File: config.mk
export PLATFORM = sky130hd
export DESIGN_NAME = calc_sequencer
export DESIGN_NICKNAME = d
export VERILOG_FILES = /design/src/rtl/calc_sequencer.sv
export SDC_FILE = /design/constraint.sdc
export NUM_CORES = 1
export LEC_CHECK = 0
export ABC_AREA = 1
export CORE_UTILIZATION = 36
export DETAILED_ROUTE_END_ITERATION = 7
export HOLD_SLACK_MARGIN = 0.08
export PLACE_DENSITY = 0.65
export RECOVER_POWER = 25
export SYNTH_ARGS = -nofsm -noshare
export SYNTH_HDL_FRONTEND = slang
export SYNTH_SLANG_ARGS = --single-unit
File: constraint.sdc
create_clock -name clk -period 5.35 [get_ports clk]
set_clock_uncertainty 0.15 [all_clocks]
set_input_delay 1.605 -clock clk [delete_from_list [all_inputs] [get_ports clk]]
set_output_delay 1.605 -clock clk [all_outputs]
set_load 0.01 [all_outputs]
File: src/rtl/calc_sequencer.sv
// calc_sequencer: expands 8-bit instruction words into an E-phase / T-phase
// pair of stack controls for the downstream calculation stage, tracking the
// logical stack depth and refusing instructions that would over/underflow it.
module calc_sequencer #(
  parameter int unsigned DEPTH = 6
) (
  input  logic                         clk,
  input  logic                         reset,
  input  logic                         start,
  input  logic                         clear,
  input  logic                         instr_valid,
  output logic                         instr_ready,
  input  logic [7:0]                   instr_data,
  input  logic                         val_e,
  input  logic                         val_t,
  output logic                         cycle,
  output logic [3:0]                   lut,
  output logic [1:0]                   op,
  output logic                         do_pop,
  output logic                         val,
  output logic                         en_push_force,
  output logic                         en_pop,
  output logic                         en_push,
  output logic                         en_stack_wr,
  output logic [1:0]                   mux_sta,
  output logic [$clog2(DEPTH+1)-1:0]   depth,
  output logic                         busy,
  output logic                         done,
  output logic                         error,
  output logic [1:0]                   err_code
);

  localparam int unsigned DW = $clog2(DEPTH + 1);

  typedef enum logic [2:0] {
    S_IDLE,
    S_FETCH,
    S_PH_E,
    S_PH_T,
    S_DONE,
    S_ERROR
  } state_t;

  typedef enum logic [1:0] {
    K_LOAD   = 2'b00,
    K_REDUCE = 2'b01,
    K_ACCUM  = 2'b10,
    K_END    = 2'b11
  } kind_t;

  state_t        state_q, state_d;
  kind_t         kind_q, kind_d;
  logic [1:0]    op_q, op_d;
  logic [3:0]    lut_q, lut_d;
  logic          ve_q, ve_d;
  logic          vt_q, vt_d;
  logic [DW-1:0] depth_q, depth_d;
  logic [1:0]    err_q, err_d;

  logic          xfer;
  logic          phase;
  logic [DW-1:0] depth_cmt;
  logic [DW-1:0] depth_chk;
  kind_t         kind_in;

  assign kind_in     = kind_t'(instr_data[7:6]);
  assign instr_ready = (state_q == S_FETCH) || (state_q == S_PH_T);
  assign xfer        = instr_valid && instr_ready;
  assign phase       = (state_q == S_PH_E) || (state_q == S_PH_T);

  // Depth after the in-flight instruction commits; a word accepted during
  // PH_T is checked against this value so back-to-back issue stays legal.
  always_comb begin
    depth_cmt = depth_q;
    case (kind_q)
      K_LOAD:   depth_cmt = depth_q + 1'b1;
      K_REDUCE: depth_cmt = depth_q - 1'b1;
      default:  depth_cmt = depth_q;
    endcase
    depth_chk = (state_q == S_PH_T) ? depth_cmt : depth_q;
  end

  // Next-state, depth bookkeeping and instruction latch.
  always_comb begin
    state_d = state_q;
    kind_d  = kind_q;
    op_d    = op_q;
    lut_d   = lut_q;
    ve_d    = ve_q;
    vt_d    = vt_q;
    depth_d = depth_q;
    err_d   = err_q;

    case (state_q)
      S_IDLE:  if (start) state_d = S_FETCH;
      S_FETCH: state_d = S_FETCH;
      S_PH_E:  state_d = S_PH_T;
      S_PH_T: begin
        depth_d = depth_cmt;
        state_d = S_FETCH;
      end
      S_DONE, S_ERROR: begin
        if (clear) begin
          state_d = S_IDLE;
          depth_d = '0;
          err_d   = 2'b00;
        end
      end
      default: state_d = S_IDLE;
    endcase

    // Transfers only occur in FETCH/PH_T, so this overrides those arms.
    if (xfer) begin
      kind_d = kind_in;
      op_d   = instr_data[5:4];
      lut_d  = instr_data[3:0];
      ve_d   = val_e;
      vt_d   = val_t;
      case (kind_in)
        K_LOAD: begin
          if (depth_chk == DW'(DEPTH)) begin
            state_d = S_ERROR;
            err_d   = 2'b01;
          end else begin
            state_d = S_PH_E;
          end
        end
        K_REDUCE: begin
          if (depth_chk < DW'(2)) begin
            state_d = S_ERROR;
            err_d   = 2'b10;
          end else begin
            state_d = S_PH_E;
          end
        end
        K_END:   state_d = S_DONE;
        default: state_d = S_PH_E;
      endcase
    end
  end

  // State and latched-instruction registers.
  always_ff @(posedge clk or negedge reset) begin
    if (!reset) begin
      state_q <= S_IDLE;
      kind_q  <= K_LOAD;
      op_q    <= '0;
      lut_q   <= '0;
      ve_q    <= 1'b0;
      vt_q    <= 1'b0;
      depth_q <= '0;
      err_q   <= 2'b00;
    end else begin
      state_q <= state_d;
      kind_q  <= kind_d;
      op_q    <= op_d;
      lut_q   <= lut_d;
      ve_q    <= ve_d;
      vt_q    <= vt_d;
      depth_q <= depth_d;
      err_q   <= err_d;
    end
  end

  // Stack controls decoded from the latched kind, live only in the phases.
  always_comb begin
    en_push_force = 1'b0;
    en_pop        = 1'b0;
    en_push       = 1'b0;
    en_stack_wr   = 1'b0;
    do_pop        = 1'b0;
    mux_sta       = 2'b00;
    if (phase) begin
      case (kind_q)
        K_LOAD: begin
          en_push_force = 1'b1;
          en_stack_wr   = 1'b1;
          mux_sta       = 2'b00;
        end
        K_REDUCE: begin
          en_pop      = 1'b1;
          do_pop      = 1'b1;
          en_stack_wr = 1'b1;
          mux_sta     = 2'b10;
        end
        K_ACCUM: begin
          en_stack_wr = 1'b1;
          mux_sta     = 2'b11;
        end
        default: ;
      endcase
    end
  end

  assign cycle    = (state_q == S_PH_T);
  assign val      = (state_q == S_PH_E) ? ve_q : ((state_q == S_PH_T) ? vt_q : 1'b0);
  assign op       = op_q;
  assign lut      = lut_q;
  assign depth    = depth_q;
  assign busy     = phase || (state_q == S_FETCH);
  assign done     = (state_q == S_DONE);
  assign error    = (state_q == S_ERROR);
  assign err_code = err_q;

endmodule

==> results.tsv <==
stage	metric	value	unit
worst_hold_path	worstHoldPathCells	2	
route	wirelength	2450	µm
worst_setup_path	max_stage_delay	0.57	ns
global_route	grt_use_total	16.2	%
timing	rsz0062_at_grt	false	
global_route	grtUsageMet1	20.9	%
clock_tree	clock_sinks	18	
flow_run	max-cap-violations	0	
floorplanning	rows	19	
place	hpwl	1920	µm
logic_synthesis	ys_ff_latch	18	
global_route	antenna_found_initial	0	
worst_setup_path	crit_path_end_kind	output pin	
logic_synthesis	yosysWarnings	0	
floorplanning	num_io_pins	39	
pwr	power.total	0.808	mW
pwr	vdd_drop_max	200	µV
worst_hold_path	hp-start	vt_q	
global_route	grt_remaining_overflow	0	
route	drt-initial-drc-count	20	
run_status	violations	DRC	
floorplanning	die_y	57.9	µm
route	ant_nets	0	
logic_synthesis	synth_fp_nets	175	
final_layout	final_cell_area	1530	µm²
global_route	grt_pass1_wl	4130	µm
final_layout	stdcell_count	221	
route	viasPerCell	4.65	
global_route	grt_pass1_vias	1012	
clock_tree	cts_buffer_depth	2	
worst_setup_path	r2r_end	state_q[2]	
worst_setup_path	crit_slowest_cell	clkdlybuf4s50_1	
timing	hold_viol_final	0	
worst_hold_path	hp-class	reg -> reg	
worst_hold_path	holdPathEnd	vt_q	
global_route	grt_max_degree	19	
final_layout	syn_to_final_growth	35.9	%
route	wire_per_inst	11.1	µm
worst_setup_path	worstPathArrival	1.81	ns
worst_setup_path	worst-path-max-fanout	6	
worst_setup_path	r2r_cells	15	
logic_synthesis	synth_top_area_cell	dfrtp_1	
timing	setup_viol	0	
timing	tightest_slew	0.819	ns
clock_tree	cts_tree	yes	
clock_tree	clk_pin_slew	0.10	ns
final_layout	nets	213	
timing	slew_viol_final	0	
clock_tree	postCtsSetupRepairBufs	0	
logic_synthesis	netlist_instances	154	
run_status	status	finished with violations	
logic_synthesis	netlist_area	1120	µm²
global_route	busiest_layer	met2	
global_route	met3_usage	2.90	%
final_layout	fillerInstances	305	
worst_setup_path	cp_top_family	buffers and inverters	
worst_setup_path	r2r_slack	3.30	ns
place	portBuffers	37	
clock_tree	clk_latency	0.30	ns
logic_synthesis	ys_seq_area_share	40.0	%
route	vias	1028	
worst_setup_path	cp-start-kind	flip-flop	
timing	fmax	281	MHz
clock_tree	postCtsHoldBufs	0	
pwr	leakagePower	0.780	nW
logic_synthesis	ys_types	22	
clock_tree	cts_made_buffers	3	
logic_synthesis	yosys-top-cells-area	dfrtp_1 (40%), nand2_1 (18%), inv_1 (7.3%)	
global_route	use_met2	26.8	%
logic_synthesis	avgSynthCellArea	7.30	µm²
pwr	powerDensity	529	nW/µm²
floorplanning	dieWidth	57.9	µm
place	gp_congestion	0.844	
worst_setup_path	worstPathRequired	3.60	ns
place	placed_cell_area	1510	µm²
floorplanning	die_area	3350	µm²
final_layout	drive_gt1_share	8.95	%
worst_setup_path	r2r_start	kind_q[1]	
route	drc	3	
clock_tree	cts_resized	0	
clock_tree	htreeDepth	1	
final_layout	regArea	450	µm²
worst_setup_path	crit_chain	inv_1, nand3_1, o21ai_0, clkdlybuf4s50_1	
route	drtPass1Iterations	6	
floorplanning	fp.coreArea	2850	µm²
timing	fin_tns_setup	0	ns
logic_synthesis	synth_top_area_share	40.0	%
final_layout	diodes	0	
clock_tree	root_buffer	clkbuf_4	
worst_setup_path	critPathBufInv	2	
timing	slew_headroom	45.2	%
worst_setup_path	crit_type	reg -> out	
timing	period_minus_slack	3.56	ns
final_layout	multi_input_area	557	µm²
floorplanning	initial_core_util	39.4	%
place	placedCellCount	218	
timing	period_share	66.6	%
[placed cells by master (no fill, tap or decap), drive strengths merged]
| master | instances |
|---|---|
| nand2 | 59 |
| clkdlybuf4s50 | 34 |
| inv | 24 |
| dfrtp | 18 |
| nor2 | 15 |
| nand3 | 12 |
| o21ai | 6 |
| ha | 6 |
| a21oi | 4 |
| clkbuf | 3 |
| dlygate4sd3 | 3 |
| xor2 | 1 |
| nand3b | 1 |
| nor3 | 1 |
| a21boi | 1 |
| nand4 | 1 |
| conb | 1 |
[power by group]
part           leakage, nW  switching, mW  internal (mW)
clock               0.0138         0.0423         0.0262
sequential           0.224         0.0562          0.197
combinational        0.542          0.261          0.225
[metrics by stage]
stage	hold WS (ns)	util (%)	setup slack, ns
finish	0.342	53.6	1.79
global route	0.376	53.6	1.63
floorplan	0.299	-	2.49
detailed placement	0.319	52.8	2.05
CTS	0.345	53.6	1.79
global placement	0.319	52.8	2.09
[cells by family after synthesis]
family | synth area share [%]
AND/OR/NAND/NOR | 36.6
adder cells (fa/ha/maj) | 6.67
AO/OA/AOI/OAI | 5.12
XOR/XNOR | 0.779
other | 0.333
flip-flops | 40.0
buffers and inverters | 10.5
[tightest hold or removal path, cell delays in order, from the launching register on]
cell	delay, ns
dfrtp_1	0.36
nand2_1	0.06
nand2_1	0.05
[cell type report]
cell class | count | area share [%]
Clock buffer | 3 | 1.47
Inverter | 24 | 5.89
Tap cell | 31 | 2.54
Sequential cell | 18 | 29.5
Multi-Input combinational cell | 108 | 36.4
Timing Repair Buffer | 37 | 24.2
[registers in the layout (all words and copies together), names as in the netlist]
signal / flops
lut: 4
depth: 3
state_q: 3
err_code: 2
kind_q: 2
op: 2
ve_q: 1
vt_q: 1
[metal layers]
layer / share of wire (%) / up-vias
li1: - / 537
met1: 47 / 457
met2: 47 / 30
met3: 4.4 / 4
met4: 1.3 / 0
met5: 0 / -
[cells in the mapped netlist (all sizes together)]
cell,number
nand2,59
a21oi,4
buf,4
dfrtp,18
ha,6
nor3,1
inv,24
nand4,1
conb,1
nor2,15
xor2,1
nand3b,1
o21ai,6
a21boi,1
nand3,12
[how the worst max path moves through the flow]
stage                      startpoint     endpoint  slack [ns]  cells after the start
after floorplan             kind_q[1]       en_pop        2.49                      5
after global placement    instr_valid  err_code[1]        2.09                      6
after detailed placement  instr_valid  err_code[1]        2.05                      6
after CTS                   kind_q[1]       en_pop        1.79                      5
after global routing       state_q[0]          val        1.63                      4
final                      state_q[0]          val        1.79                      4
Note: power is estimated with default switching activity, not from simulation.
